[src/rtl/seg7_pkg.sv]
// seg7_pkg: shared encodings for the 7-segment display blocks
package seg7_pkg;
    localparam logic [1:0] MODE_STATIC = 2'b00;
    localparam logic [1:0] MODE_LEFT   = 2'b01;
    localparam logic [1:0] MODE_RIGHT  = 2'b10;
    localparam logic [1:0] MODE_BOUNCE = 2'b11;
    localparam int         BLANK_BIT   = 4;
    localparam logic [4:0] CHAR_BLANK  = 5'b1_0000;
    localparam logic [7:0] SEG_BLANK   = 8'hFF;
    typedef enum logic {ST_LEFT, ST_RIGHT} dir_e;
endpackage

[src/rtl/hex_to_seg7.sv]
// hex_to_seg7: {blank, hex} character to active-low {a,b,c,d,e,f,g,dp} pattern
module hex_to_seg7
    import seg7_pkg::*;
(
    input  logic [4:0] ch,
    output logic [7:0] seg
);
    always_comb begin
        seg = SEG_BLANK;
        if (!ch[BLANK_BIT])
            case (ch[3:0])
                4'h0: seg = 8'b0000_0011;
                4'h1: seg = 8'b1001_1111;
                4'h2: seg = 8'b0010_0101;
                4'h3: seg = 8'b0000_1101;
                4'h4: seg = 8'b1001_1001;
                4'h5: seg = 8'b0100_1001;
                4'h6: seg = 8'b0100_0001;
                4'h7: seg = 8'b0001_1111;
                4'h8: seg = 8'b0000_0001;
                4'h9: seg = 8'b0000_1001;
                4'hA: seg = 8'b0001_0001;
                4'hB: seg = 8'b1100_0001;
                4'hC: seg = 8'b0110_0011;
                4'hD: seg = 8'b1000_0101;
                4'hE: seg = 8'b0110_0001;
                4'hF: seg = 8'b0111_0001;
            endcase
    end
endmodule

[src/rtl/seg7_scroller.sv]
// seg7_scroller: multiplexed 7-segment driver scrolling a writable message buffer
module seg7_scroller
    import seg7_pkg::*;
#(
    parameter int NUM_DIGITS  = 8,
    parameter int MSG_LEN     = 16,
    parameter int REFRESH_DIV = 4096,
    parameter int SCROLL_DIV  = 8388608
) (
    input  logic                       clk,
    input  logic                       rst,
    input  logic                       wr_en,
    input  logic [$clog2(MSG_LEN)-1:0] wr_addr,
    input  logic [4:0]                 wr_data,
    input  logic [1:0]                 mode,
    input  logic                       restart,
    output logic [NUM_DIGITS-1:0]      select,
    output logic [7:0]                 display,
    output logic                       wrap
);
    localparam int AW = $clog2(MSG_LEN);
    localparam int PW = NUM_DIGITS > 1 ? $clog2(NUM_DIGITS) : 1;
    localparam int RW = $clog2(REFRESH_DIV);
    localparam int SW = $clog2(SCROLL_DIV);
    localparam int XW = AW + 1;
    localparam logic [AW-1:0] LAST   = AW'(MSG_LEN - 1);
    localparam logic [AW-1:0] MAXOFF = AW'(MSG_LEN - NUM_DIGITS);
    localparam logic [XW-1:0] MLEN   = XW'(MSG_LEN);
    localparam logic [PW-1:0] PLAST  = PW'(NUM_DIGITS - 1);
    localparam logic [NUM_DIGITS-1:0] ONE = NUM_DIGITS'(1);

    logic [RW-1:0] rcnt;
    logic [SW-1:0] scnt;
    logic [PW-1:0] p;
    logic [AW-1:0] offset, offset_n, idx;
    logic [XW-1:0] sum, diff;
    logic          refresh_tick, scroll_tick, wrap_n;
    logic [4:0]    msg [MSG_LEN];
    logic [7:0]    seg;
    dir_e          state, state_n;

    assign refresh_tick = rcnt == RW'(REFRESH_DIV - 1);
    assign scroll_tick  = scnt == SW'(SCROLL_DIV - 1);
    // offset+p < 2*MSG_LEN, so a single conditional subtract replaces the mod
    assign sum  = {1'b0, offset} + XW'(p);
    assign diff = sum - MLEN;
    assign idx  = sum >= MLEN ? diff[AW-1:0] : sum[AW-1:0];

    hex_to_seg7 u_dec (.ch(msg[idx]), .seg(seg));

    always_ff @(posedge clk or posedge rst)
        if (rst)
            for (int i = 0; i < MSG_LEN; i++) msg[i] <= CHAR_BLANK;
        else if (wr_en)
            msg[wr_addr] <= wr_data;

    always_comb begin
        offset_n = offset;
        state_n  = state;
        wrap_n   = 1'b0;
        if (restart) begin
            offset_n = '0;
            state_n  = ST_LEFT;
        end else if (scroll_tick)
            case (mode)
                MODE_LEFT: begin
                    wrap_n   = offset == LAST;
                    offset_n = wrap_n ? '0 : offset + 1'b1;
                    state_n  = ST_LEFT;
                end
                MODE_RIGHT: begin
                    wrap_n   = offset == '0;
                    offset_n = wrap_n ? LAST : offset - 1'b1;
                    state_n  = ST_LEFT;
                end
                MODE_BOUNCE:
                    if (MSG_LEN > NUM_DIGITS) begin
                        if (state == ST_LEFT) begin
                            wrap_n   = offset >= MAXOFF;
                            state_n  = wrap_n ? ST_RIGHT : ST_LEFT;
                            offset_n = wrap_n ? offset : offset + 1'b1;
                        end else begin
                            wrap_n   = offset == '0;
                            state_n  = wrap_n ? ST_LEFT : ST_RIGHT;
                            offset_n = wrap_n ? offset : offset - 1'b1;
                        end
                    end
                default: state_n = ST_LEFT;
            endcase
    end

    always_ff @(posedge clk or posedge rst)
        if (rst) begin
            rcnt    <= '0;
            scnt    <= '0;
            p       <= '0;
            select  <= '1;
            display <= SEG_BLANK;
            wrap    <= 1'b0;
            offset  <= '0;
            state   <= ST_LEFT;
        end else begin
            rcnt   <= refresh_tick ? '0 : rcnt + 1'b1;
            scnt   <= scroll_tick ? '0 : scnt + 1'b1;
            offset <= offset_n;
            state  <= state_n;
            wrap   <= wrap_n;
            if (refresh_tick) begin
                p       <= p == PLAST ? '0 : p + 1'b1;
                select  <= ~(ONE << (PLAST - p));
                display <= seg;
            end
        end
endmodule

[config.mk]
export PLATFORM = sky130hd
export DESIGN_NAME = seg7_scroller
export DESIGN_NICKNAME = d
export VERILOG_FILES = /design/src/rtl/seg7_pkg.sv /design/src/rtl/hex_to_seg7.sv /design/src/rtl/seg7_scroller.sv
export SDC_FILE = /design/constraint.sdc
export NUM_CORES = 1
export LEC_CHECK = 0
export ABC_AREA = 0
export BUFFER_PORTS_ARGS = -buffer_cell sky130_fd_sc_hd__buf_2
export CORE_MARGIN = 8
export CORE_UTILIZATION = 56
export CTS_CLUSTER_DIAMETER = 40
export DETAILED_ROUTE_END_ITERATION = 16
export HOLD_SLACK_MARGIN = 0.05
export PLACE_DENSITY = 0.75
export SYNTH_ARGS = -nofsm -noshare
export SYNTH_HDL_FRONTEND = slang
export SYNTH_HIERARCHICAL = 1
export SYNTH_SLANG_ARGS = --single-unit
[constraint.sdc]
create_clock -name clk -period 4.8 [get_ports clk]
set_clock_uncertainty 0.2 [all_clocks]
set_input_delay 0.72 -clock clk [delete_from_list [all_inputs] [get_ports clk]]
set_output_delay 0.72 -clock clk [all_outputs]
set_load 0.02 [all_outputs]
==> impl_metrics.env, run 1 <==
export IMPL_starting_density_of_the_core_pct=56.3
export IMPL_synth_area_per_cell_um2=12.3
export IMPL_reg2reg_from="offset[0]"
export IMPL_min_from="display[3]"
export IMPL_worstSetupEndpointType="register"
export IMPL_setup_viol=0
export IMPL_total_count_of_hold_check_failures_in_the_final_report=0
export IMPL_clock_latency_ns=0.42
export IMPL_drc_errors=0
export IMPL_maxSlewViolCount=0
export IMPL_cts_repair_timing_setup_buffer_count=0
export IMPL_post_cts_resized=0
export IMPL_postCtsHoldBufs=0
export IMPL_critPathKind="register to register"
export IMPL_p_per_area_nw_per_um2=404
export IMPL_worstPathRequired_ns=4.96
export IMPL_synth_seq_area_share_pct=50.7
export IMPL_first_global_vias=4633
export IMPL_io_pin_count=32
export IMPL_tritoncts="built"
export IMPL_layout_area_overhead_vs_synth_pct=12.8
export IMPL_drive_above_1_share_pct=33.9
export IMPL_worstRegToRegCells=12
export IMPL_timing_reg2reg_setup_slack_ns=0.86
export IMPL_groute_usage_overall_pct=18.9
export IMPL_antenna_left=0
export IMPL_timing_final_crit_period_ns=3.94
export IMPL_final_nets=633
export IMPL_timing_critical_path_from_type="register"
export IMPL_power_leakage_nw=3.39
export IMPL_final_min_period_over_clock_period_pct=82.1
export IMPL_max_clock_path_buffers=2
export IMPL_wl_per_cell_um=18.2
export IMPL_worstHoldPathCells=2
export IMPL_antenna_found_initial=0
export IMPL_insertedDiodeCount=0
export IMPL_hold_class="register to register"
export IMPL_buffer_ports_inserted=31
export IMPL_synth_edf_count=0
export IMPL_outcome="complete, no violations"
export IMPL_cp_data_arrival_time_ns=4.10
export IMPL_critical_path_reg2reg_endpoint="display[4]"
export IMPL_drt_initial_violations=408
export IMPL_die_height_um=128
export IMPL_dpl_instance_area_um2=7270
export IMPL_clkTransAtPathRegs_ns=0.06
export IMPL_drv_cap=0
export IMPL_wirelength_um=14300
export IMPL_finish_instance_area_um2=7880
export IMPL_max_slew_worst_pin_slew_ns=0.877
export IMPL_postSynthRegisterBits=140
export IMPL_grt_start_max_net_pins=74
export IMPL_synth_flop_cell="sky130_fd_sc_hd__dfrtp_1"
export IMPL_synthesized_nets=606
export IMPL_asyncSetResetFlopFracSynth_pct=100
export IMPL_layout_common_cells="sky130_fd_sc_hd__dfrtp_1, sky130_fd_sc_hd__mux2_2, sky130_fd_sc_hd__nor2_1, sky130_fd_sc_hd__nand2_1, sky130_fd_sc_hd__dfstp_2"
export IMPL_setup_repair_after_global_routing_missed_its_margin="no"
export IMPL_synthCells=570
export IMPL_per_cell_via_count_in_the_routed_design=5.74
export IMPL_hold_worst_slack_ns=0.262
export IMPL_fillers=945
export IMPL_post_synth_instance_area_um2=6990
export IMPL_critPathMaxFanout=9
export IMPL_gp_congestion=0.897
export IMPL_cts_num_sinks=140
export IMPL_fmaxAchievable_ghz=0.254
export IMPL_fin_setup_tns_ns=0
export IMPL_numCtsBuffers=17
export IMPL_worst_slew_margin_rel_pct=41.5
export IMPL_std_cell_rows=41
export IMPL_grt_first_pass_wirelength_um=23700
export IMPL_power_ir_vdd_worst_mv=0.260
export IMPL_detail_route_first_pass_iterations=4
export IMPL_cp_startpoint="offset[0]"
export IMPL_vias=4485
export IMPL_fp_dieW_um=128
export IMPL_dpl_worst_slack_ns=0.902
export IMPL_holdPathEnd="display[3]"
export IMPL_most_common_cell_after_layout_fill_and_taps_aside="sky130_fd_sc_hd__dfrtp_1"
export IMPL_fp_dieArea_um2=16300
export IMPL_htree_num_levels=4
export IMPL_synth_distinct_cells=56
export IMPL_grt_remaining_overflow=0
export IMPL_fp_coreArea_um2=12400
export IMPL_detailed_place_hpwl_um=9980
export IMPL_ys_warn_count=6
export IMPL_post_route_worst_setup_slack_ns=0.862
export IMPL_root_buffer="sky130_fd_sc_hd__clkbuf_16"
[report_power, final]
group | switching, W | leakage (nW) | internal [W]
combinational | 0.000174 | 1.38 | 0.000227
clock | 0.000478 | 0.302 | 0.000859
sequential | 0.0000887 | 1.70 | 0.00136
[final cells by class]
| class | count | area, µm² | area share (%) |
|---|---|---|---|
| clock buffers | 26 | 529 | 6.71 |
| repair buffers | 36 | 193 | 2.44 |
| flip-flops and latches | 140 | 3540 | 44.9 |
| clock inverters | 6 | 82.6 | 1.05 |
| inverters | 19 | 73.8 | 0.936 |
| well taps | 172 | 215 | 2.73 |
| multi-input cells | 383 | 3250 | 41.2 |
[metal layers]
metal / GRT usage [%] / up-vias / wire [µm]
li1: - / 2085 / -
met1: 23.6 / 2290 / 6220
met2: 30.5 / 96 / 7210
met3: 5.12 / 14 / 669
met4: 7.62 / 0 / 162
met5: 0 / - / 0
[how the worst max path moves through the flow]
stage / endpoint / slack, ns / cells past startpoint
2_1_floorplan: msg[0] / 0.18 / 1
3_3_place_gp: display[4] / 0.97 / 11
3_5_place_dp: display[4] / 0.90 / 12
4_1_cts: display[4] / 0.85 / 12
5_1_grt: display[4] / 0.64 / 12
6_report: display[4] / 0.86 / 12
[synth_stat cells, types with 2 or more instances]
cell type	instances	area share (%)
sky130_fd_sc_hd__a21oi_1	5	0.36
sky130_fd_sc_hd__a311o_1	2	0.29
sky130_fd_sc_hd__a31oi_1	13	1.2
sky130_fd_sc_hd__a32oi_1	2	0.25
sky130_fd_sc_hd__and2_1	4	0.36
sky130_fd_sc_hd__and3_1	3	0.27
sky130_fd_sc_hd__and4_1	3	0.38
sky130_fd_sc_hd__buf_1	3	0.16
sky130_fd_sc_hd__buf_2	3	0.21
sky130_fd_sc_hd__buf_4	3	0.32
sky130_fd_sc_hd__clkbuf_1	18	0.97
sky130_fd_sc_hd__dfrtp_1	108	39
sky130_fd_sc_hd__dfstp_2	32	12
sky130_fd_sc_hd__ha_1	20	3.6
sky130_fd_sc_hd__inv_1	19	1.0
sky130_fd_sc_hd__mux2_2	80	13
sky130_fd_sc_hd__mux2i_1	8	1.1
sky130_fd_sc_hd__mux4_2	25	8.1
sky130_fd_sc_hd__nand2_1	45	2.4
sky130_fd_sc_hd__nand2b_1	11	0.98
sky130_fd_sc_hd__nand3_1	14	1.0
sky130_fd_sc_hd__nand3b_1	3	0.32
sky130_fd_sc_hd__nand4_1	9	0.81
sky130_fd_sc_hd__nand4b_1	2	0.25
sky130_fd_sc_hd__nor2_1	45	2.4
sky130_fd_sc_hd__nor2b_1	2	0.18
sky130_fd_sc_hd__nor3_1	6	0.43
sky130_fd_sc_hd__nor3b_1	4	0.43
sky130_fd_sc_hd__nor4_1	4	0.36
sky130_fd_sc_hd__o21a_1	2	0.21
sky130_fd_sc_hd__o21ai_0	14	1.0
sky130_fd_sc_hd__o22ai_1	2	0.18
sky130_fd_sc_hd__or2_1	2	0.18
sky130_fd_sc_hd__or3_1	5	0.45
sky130_fd_sc_hd__xnor2_1	15	1.9
sky130_fd_sc_hd__xor2_1	14	1.8
[state kept, by name, indices dropped and copies added (netlist names), 3 cells and up]
name	cells
msg	80
select	8
display	8
offset	4
p	3
rcnt	12
scnt	23
[kinds of logic (layout without fill, tap and decap cells)]
family | Yosys count | in the layout | share of synthesized area [%]
AO/OA/AOI/OAI | 52 | 52 | 4.91
flip-flops | 140 | 140 | 50.7
AND/OR/NAND/NOR | 166 | 166 | 11.7
multiplexers | 114 | 114 | 22.3
buffers and inverters | 47 | 87 | 2.85
XOR/XNOR | 29 | 29 | 3.63
adder cells (fa/ha/maj) | 21 | 21 | 3.87
other | 1 | 1 | 0.0537
[stage by stage]
step	power, W	cells	utilization [%]
after CTS	0.00321	782	63.5
after floorplan	0.00175	570	-
after detailed placement	0.00187	750	58.6
final	0.00319	782	63.5
after global placement	0.00183	750	58.6
after global routing	0.00332	782	63.5
[worst max-delay path, stage by stage, from the launching register on]
cell	delay, ns
sky130_fd_sc_hd__dfrtp_1	0.44
sky130_fd_sc_hd__ha_1	0.21
sky130_fd_sc_hd__inv_1	0.05
sky130_fd_sc_hd__fa_1	0.88
sky130_fd_sc_hd__buf_4	0.28
sky130_fd_sc_hd__mux4_2	0.31
sky130_fd_sc_hd__mux4_2	0.54
sky130_fd_sc_hd__inv_1	0.18
sky130_fd_sc_hd__ha_1	0.27
sky130_fd_sc_hd__o211a_1	0.23
sky130_fd_sc_hd__a31oi_1	0.13
sky130_fd_sc_hd__nand2_1	0.06
sky130_fd_sc_hd__nand2_1	0.09
Note: power is estimated with default switching activity, not from simulation.
==> run 2, diff against run 1 <==
==> constraint.sdc (replaced) <==
create_clock -name clk -period 3.6 [get_ports clk]
set_clock_uncertainty 0.2 [all_clocks]
set_input_delay 0.54 -clock clk [delete_from_list [all_inputs] [get_ports clk]]
set_output_delay 0.54 -clock clk [all_outputs]
set_load 0.02 [all_outputs]
==> run 2 against run 1 <==
Maximum frequency up 14%; sequential power grew 34%; power increased by 40%; die area did not move; sequential share of layout area fell by 1.1 points; worst hold slack got worse by 0.055 ns; final area grew 2.4%; sequential cell count stayed put; count of clock-buffer cells in the layout shrank 5; combinational power up 38%; final cell count grew 1.8%; clock power grew 47%; critical path type unchanged; highest routed layer unchanged.
==> impl_metrics.env, run 2 (synthesis results as in run 1) <==
export IMPL_gp_congestion=0.802
export IMPL_numCtsBuffers=17
export IMPL_layout_common_cells="sky130_fd_sc_hd__dfrtp_1, sky130_fd_sc_hd__mux2_2, sky130_fd_sc_hd__nor2_1, sky130_fd_sc_hd__nand2_1, sky130_fd_sc_hd__dfstp_2"
export IMPL_drv_cap=0
export IMPL_max_slew_worst_pin_slew_ns=0.673
export IMPL_worstHoldPathCells=2
export IMPL_critPathMaxFanout=6
export IMPL_fp_coreArea_um2=12400
export IMPL_antenna_found_initial=0
export IMPL_first_global_vias=5048
export IMPL_worstPathRequired_ns=3.76
export IMPL_grt_start_max_net_pins=111
export IMPL_seq_power_share_pct=43.4
export IMPL_layout_area_overhead_vs_synth_pct=15.6
export IMPL_tritoncts="built"
export IMPL_worstRegToRegCells=12
export IMPL_hold_class="input port to register"
export IMPL_cp_data_arrival_time_ns=3.62
export IMPL_timing_critical_path_from_type="register"
export IMPL_htree_num_levels=4
export IMPL_grt_first_pass_wirelength_um=25400
export IMPL_most_common_cell_after_layout_fill_and_taps_aside="sky130_fd_sc_hd__dfrtp_1"
export IMPL_worst_slew_margin_rel_pct=55.0
export IMPL_maxSlewViolCount=0
export IMPL_clkTransAtPathRegs_ns=0.06
export IMPL_max_clock_path_buffers=2
export IMPL_power_ir_vdd_worst_mv=0.420
export IMPL_insertedDiodeCount=0
export IMPL_power_leakage_nw=3.48
export IMPL_root_buffer="sky130_fd_sc_hd__clkbuf_16"
export IMPL_p_per_area_nw_per_um2=552
export IMPL_fmaxAchievable_ghz=0.289
export IMPL_die_height_um=128
export IMPL_detailed_place_hpwl_um=10100
export IMPL_drive_above_1_share_pct=35.4
export IMPL_total_switching_power_w=0.00102
export IMPL_registers_top_by_ff_count="msg"
export IMPL_per_cell_via_count_in_the_routed_design=5.82
export IMPL_outcome="complete, no violations"
export IMPL_detail_route_first_pass_iterations=5
export IMPL_total_count_of_hold_check_failures_in_the_final_report=0
export IMPL_setup_repair_after_global_routing_missed_its_margin="no"
export IMPL_critPathKind="register to register"
export IMPL_wl_per_cell_um=18.7
export IMPL_power_clock_fraction_pct=44.2
export IMPL_internal_power_w=0.00345
export IMPL_drc_errors=0
export IMPL_fin_setup_tns_ns=0
export IMPL_clock_latency_ns=0.42
export IMPL_timing_final_crit_period_ns=3.46
export IMPL_worstSetupEndpointType="register"
export IMPL_std_cell_rows=41
export IMPL_reg_largest_list="msg: 80 flops, scnt: 23 flops, rcnt: 12 flops"
export IMPL_final_nets=647
export IMPL_vias=4634
export IMPL_hold_worst_slack_ns=0.207
export IMPL_power_frac_comb_pct=12.4
export IMPL_setup_viol=0
export IMPL_fp_dieW_um=128
export IMPL_final_min_period_over_clock_period_pct=96.1
export IMPL_antenna_left=0
export IMPL_fp_dieArea_um2=16300
export IMPL_buffer_ports_inserted=31
export IMPL_largest_register_ff_count=80
export IMPL_grt_remaining_overflow=0
export IMPL_groute_usage_overall_pct=20.0
export IMPL_cts_num_sinks=140
export IMPL_wirelength_um=14900
export IMPL_io_pin_count=32
export IMPL_starting_density_of_the_core_pct=56.3
export IMPL_drt_initial_violations=546
export IMPL_swShare_pct=22.8
==> run 2: cell count changes in the layout (fill, tap and decap cells not counted), sizes merged <==
cell and change:
clkinv -1, buf +13, inv -1, clkinvlp +3, bufinv +4, dlygate4sd3 +1, clkbuf -5
==> run 2: worst paths after layout <==
| check | end | from | slack (ns) |
|---|---|---|---|
| min in group asynchronous | rcnt[0] | rst | 0.57 |
| setup reg to reg | display[4] | p[0] | 0.14 |
| setup / recovery | display[4] | p[0] | 0.14 |
| hold / removal | wrap | restart | 0.21 |
| hold reg to reg | display[0] | display[0] | 0.26 |
| max in group asynchronous | scnt[10] | rst | 1.62 |
==> run 2: layout make-up <==
class                      instances  area [µm²]
clock inverter                    11         216
tap                              172         215
fill                             942        4340
multi-input combinational        383        3250
inverter                          19        75.1
sequential                       140        3540
timing repair buffer              50         329
clock buffer                      21         450
==> run 2: stage by stage <==
step	instances	power (W)	utilization [%]	setup slack [ns]	area [µm²]
detailed placement	758	0.00250	59.3	0.0847	7360
finish	796	0.00446	65.1	0.140	8080
floorplan	570	0.00234	-	0.00218	6990
global route	796	0.00463	65.1	0.0364	8080
global placement	758	0.00245	59.3	0.155	7360
CTS	791	0.00448	64.7	0.0140	8040
==> run 2: worst max-delay path: stages, from the launching register on <==
cell and delay, ns:
sky130_fd_sc_hd__dfrtp_1 0.35, sky130_fd_sc_hd__ha_1 0.17, sky130_fd_sc_hd__inv_1 0.05, sky130_fd_sc_hd__fa_1 0.51, sky130_fd_sc_hd__buf_6 0.15, sky130_fd_sc_hd__mux4_2 0.50
sky130_fd_sc_hd__mux4_2 0.55, sky130_fd_sc_hd__inv_2 0.13, sky130_fd_sc_hd__ha_1 0.26, sky130_fd_sc_hd__o211a_1 0.25, sky130_fd_sc_hd__a31oi_1 0.14, sky130_fd_sc_hd__nand2_1 0.08
sky130_fd_sc_hd__nand2_1 0.07
==> run 2: power groups by stage <==
stage | clock [W] | combinational (W) | sequential, W
floorplan | 0 | 0.000436 | 0.00190
CTS | 0.00200 | 0.000540 | 0.00193
global placement | 0 | 0.000502 | 0.00194
finish | 0.00197 | 0.000552 | 0.00194
global route | 0.00207 | 0.000604 | 0.00196
detailed placement | 0 | 0.000537 | 0.00196
==> run 2: repair_timing <==
item / 4_1_cts / 5_1_grt
hold buffers: 1 / 0
buffers inserted: 0 / 5
resized for setup: 0 / 3
endpoints found under the hold margin: 14 / 0
setup endpoints to repair: 0 / 5
==> run 2: layer usage <==
| metal | GRT usage, % | wire length [µm] | up-vias |
|---|---|---|---|
| met4 | 8.46 | 282 | 0 |
| li1 | - | - | 2121 |
| met2 | 32.6 | 7340 | 134 |
| met5 | 0 | 0 | - |
| met1 | 25.0 | 6580 | 2350 |
| met3 | 4.78 | 646 | 29 |
==> run 3, diff against run 2 <==
==> constraint.sdc (replaced) <==
create_clock -name clk -period 3.6 [get_ports clk]
set_clock_uncertainty 0.2 [all_clocks]
set_input_delay 0.36 -clock clk [delete_from_list [all_inputs] [get_ports clk]]
set_output_delay 0.36 -clock clk [all_outputs]
set_load 0.02 [all_outputs]
==> run 3 against run 2 <==
Count of clock-buffer cells in the layout is 1 higher; critical path depth unchanged; clock power shrank 3%; worst hold slack worse by 0.099 ns; critical path type unchanged; critical endpoint unchanged.
==> impl_metrics.env, run 3 (synthesis results as in run 1) <==
export IMPL_registers_top_by_ff_count="msg"
export IMPL_root_buffer="sky130_fd_sc_hd__clkbuf_16"
export IMPL_die_height_um=128
export IMPL_clkTransAtPathRegs_ns=0.06
export IMPL_setup_viol=0
export IMPL_internal_power_w=0.00338
export IMPL_buffer_ports_inserted=31
export IMPL_fp_dieW_um=128
export IMPL_power_leakage_nw=3.48
export IMPL_timing_final_crit_period_ns=3.46
export IMPL_critPathKind="register to register"
export IMPL_fp_coreArea_um2=12400
export IMPL_number_of_standard_cells_in_the_layout_taps_in_and_fillers_out=797
export IMPL_fmaxAchievable_ghz=0.289
export IMPL_worstSetupEndpointType="register"
export IMPL_grt_first_pass_wirelength_um=24500
export IMPL_worstPathRequired_ns=3.76
export IMPL_finish_instance_area_um2=8070
export IMPL_groute_usage_overall_pct=19.2
export IMPL_starting_density_of_the_core_pct=56.3
export IMPL_largest_register_ff_count=80
export IMPL_detail_route_first_pass_iterations=5
export IMPL_p_per_area_nw_per_um2=545
export IMPL_final_nets=648
export IMPL_drive_above_1_share_pct=35.8
export IMPL_dpl_instance_area_um2=7360
export IMPL_first_global_vias=4796
export IMPL_antenna_found_initial=0
export IMPL_final_min_period_over_clock_period_pct=96.1
export IMPL_maxSlewViolCount=0
export IMPL_max_slew_worst_pin_slew_ns=0.903
export IMPL_cp_data_arrival_time_ns=3.62
export IMPL_drv_cap=0
export IMPL_std_cell_rows=41
export IMPL_power_ir_vdd_worst_mv=0.381
export IMPL_wirelength_um=14400
export IMPL_total_count_of_hold_check_failures_in_the_final_report=0
export IMPL_finish_utilization_pct=65.0
export IMPL_seq_power_share_pct=43.9
export IMPL_io_pin_count=32
export IMPL_numCtsBuffers=17
export IMPL_outcome="complete, no violations"
export IMPL_layout_common_cells="sky130_fd_sc_hd__dfrtp_1, sky130_fd_sc_hd__mux2_2, sky130_fd_sc_hd__nor2_1, sky130_fd_sc_hd__nand2_1, sky130_fd_sc_hd__dfstp_2"
export IMPL_drc_errors=0
export IMPL_most_common_cell_after_layout_fill_and_taps_aside="sky130_fd_sc_hd__dfrtp_1"
export IMPL_worst_slew_margin_rel_pct=39.7
export IMPL_max_clock_path_buffers=2
export IMPL_power_frac_comb_pct=12.8
export IMPL_power_clock_fraction_pct=43.3
export IMPL_vias=4553
export IMPL_layout_area_overhead_vs_synth_pct=15.5
export IMPL_wl_per_cell_um=18.1
export IMPL_tritoncts="built"
export IMPL_fp_dieArea_um2=16300
export IMPL_htree_num_levels=4
export IMPL_gp_congestion=0.841
export IMPL_swShare_pct=23.2
export IMPL_total_switching_power_w=0.00102
export IMPL_per_cell_via_count_in_the_routed_design=5.71
export IMPL_grt_start_max_net_pins=68
export IMPL_drt_initial_violations=441
export IMPL_detailed_place_hpwl_um=9930
export IMPL_reg_largest_list="msg: 80 flops, scnt: 23 flops, rcnt: 12 flops"
export IMPL_hold_class="input port to register"
export IMPL_timing_critical_path_from_type="register"
export IMPL_place_detailed_instances=758
export IMPL_insertedDiodeCount=0
export IMPL_hold_worst_slack_ns=0.108
export IMPL_cts_num_sinks=140
export IMPL_antenna_left=0
export IMPL_critPathMaxFanout=14
export IMPL_grt_remaining_overflow=0
export IMPL_clock_latency_ns=0.42
[run 3: metal layers]
metal	global-route usage, %	share of wire, %
met3	4.66	3.9
met1	24.5	45
met4	7.48	1.6
met5	0	0
met2	31.1	50
[run 3: worst paths after layout]
kind | start | to | slack, ns | cells past startpoint
max | p[0] | display[4] | 0.14 | 12
min | mode[0] | state | 0.11 | 3
max reg2reg | p[0] | display[4] | 0.14 | 12
min reg2reg | display[3] | display[3] | 0.26 | 2
max in group asynchronous | rst | select[5] | 1.78 | 4
min in group asynchronous | rst | msg[70] | 0.48 | 3
[run 3: timing repair]
item | 4_1_cts | 5_1_grt
resized for setup | 0 | 3
hold buffers | 2 | 0
setup buffers | 0 | 5
endpoints found under the hold margin | 32 | 0
endpoints found under the setup margin | 0 | 5
[run 3: power by group through the flow]
stage	sequential (W)	clock, W	combinational [W]
CTS	0.00193	0.00194	0.000544
detailed placement	0.00195	0	0.000538
global route	0.00195	0.00201	0.000611
floorplan	0.00190	0	0.000436
global placement	0.00195	0	0.000504
finish	0.00193	0.00191	0.000565
[run 3: final cells by class]
cell class	instances	area [µm²]
fillers	967	4340
flip-flops and latches	140	3540
multi-input cells	383	3250
clock buffers	22	494
repair buffers	51	339
well taps	172	215
clock inverters	10	160
inverters	19	75.1
[run 3: stage by stage]
stage | setup TNS [ns] | power [W] | setup slack, ns
2_1_floorplan | 0 | 0.00234 | 0.00218
3_3_place_gp | 0 | 0.00245 | 0.146
3_5_place_dp | 0 | 0.00249 | 0.106
4_1_cts | 0 | 0.00441 | 0.0629
5_1_grt | -0.00564 | 0.00457 | -0.00564
6_report | 0 | 0.00440 | 0.139
[run 3: critical path, cell delays in order, from the launching register on]
cell and delay, ns:
sky130_fd_sc_hd__dfrtp_1 0.35, sky130_fd_sc_hd__ha_1 0.17, sky130_fd_sc_hd__inv_1 0.06, sky130_fd_sc_hd__fa_1 0.51, sky130_fd_sc_hd__buf_6 0.15, sky130_fd_sc_hd__buf_12 0.16
sky130_fd_sc_hd__mux4_2 0.52, sky130_fd_sc_hd__mux4_2 0.61, sky130_fd_sc_hd__nand2b_1 0.24, sky130_fd_sc_hd__o211a_1 0.16, sky130_fd_sc_hd__a31oi_1 0.14, sky130_fd_sc_hd__nand2_1 0.07
sky130_fd_sc_hd__nand2_1 0.05
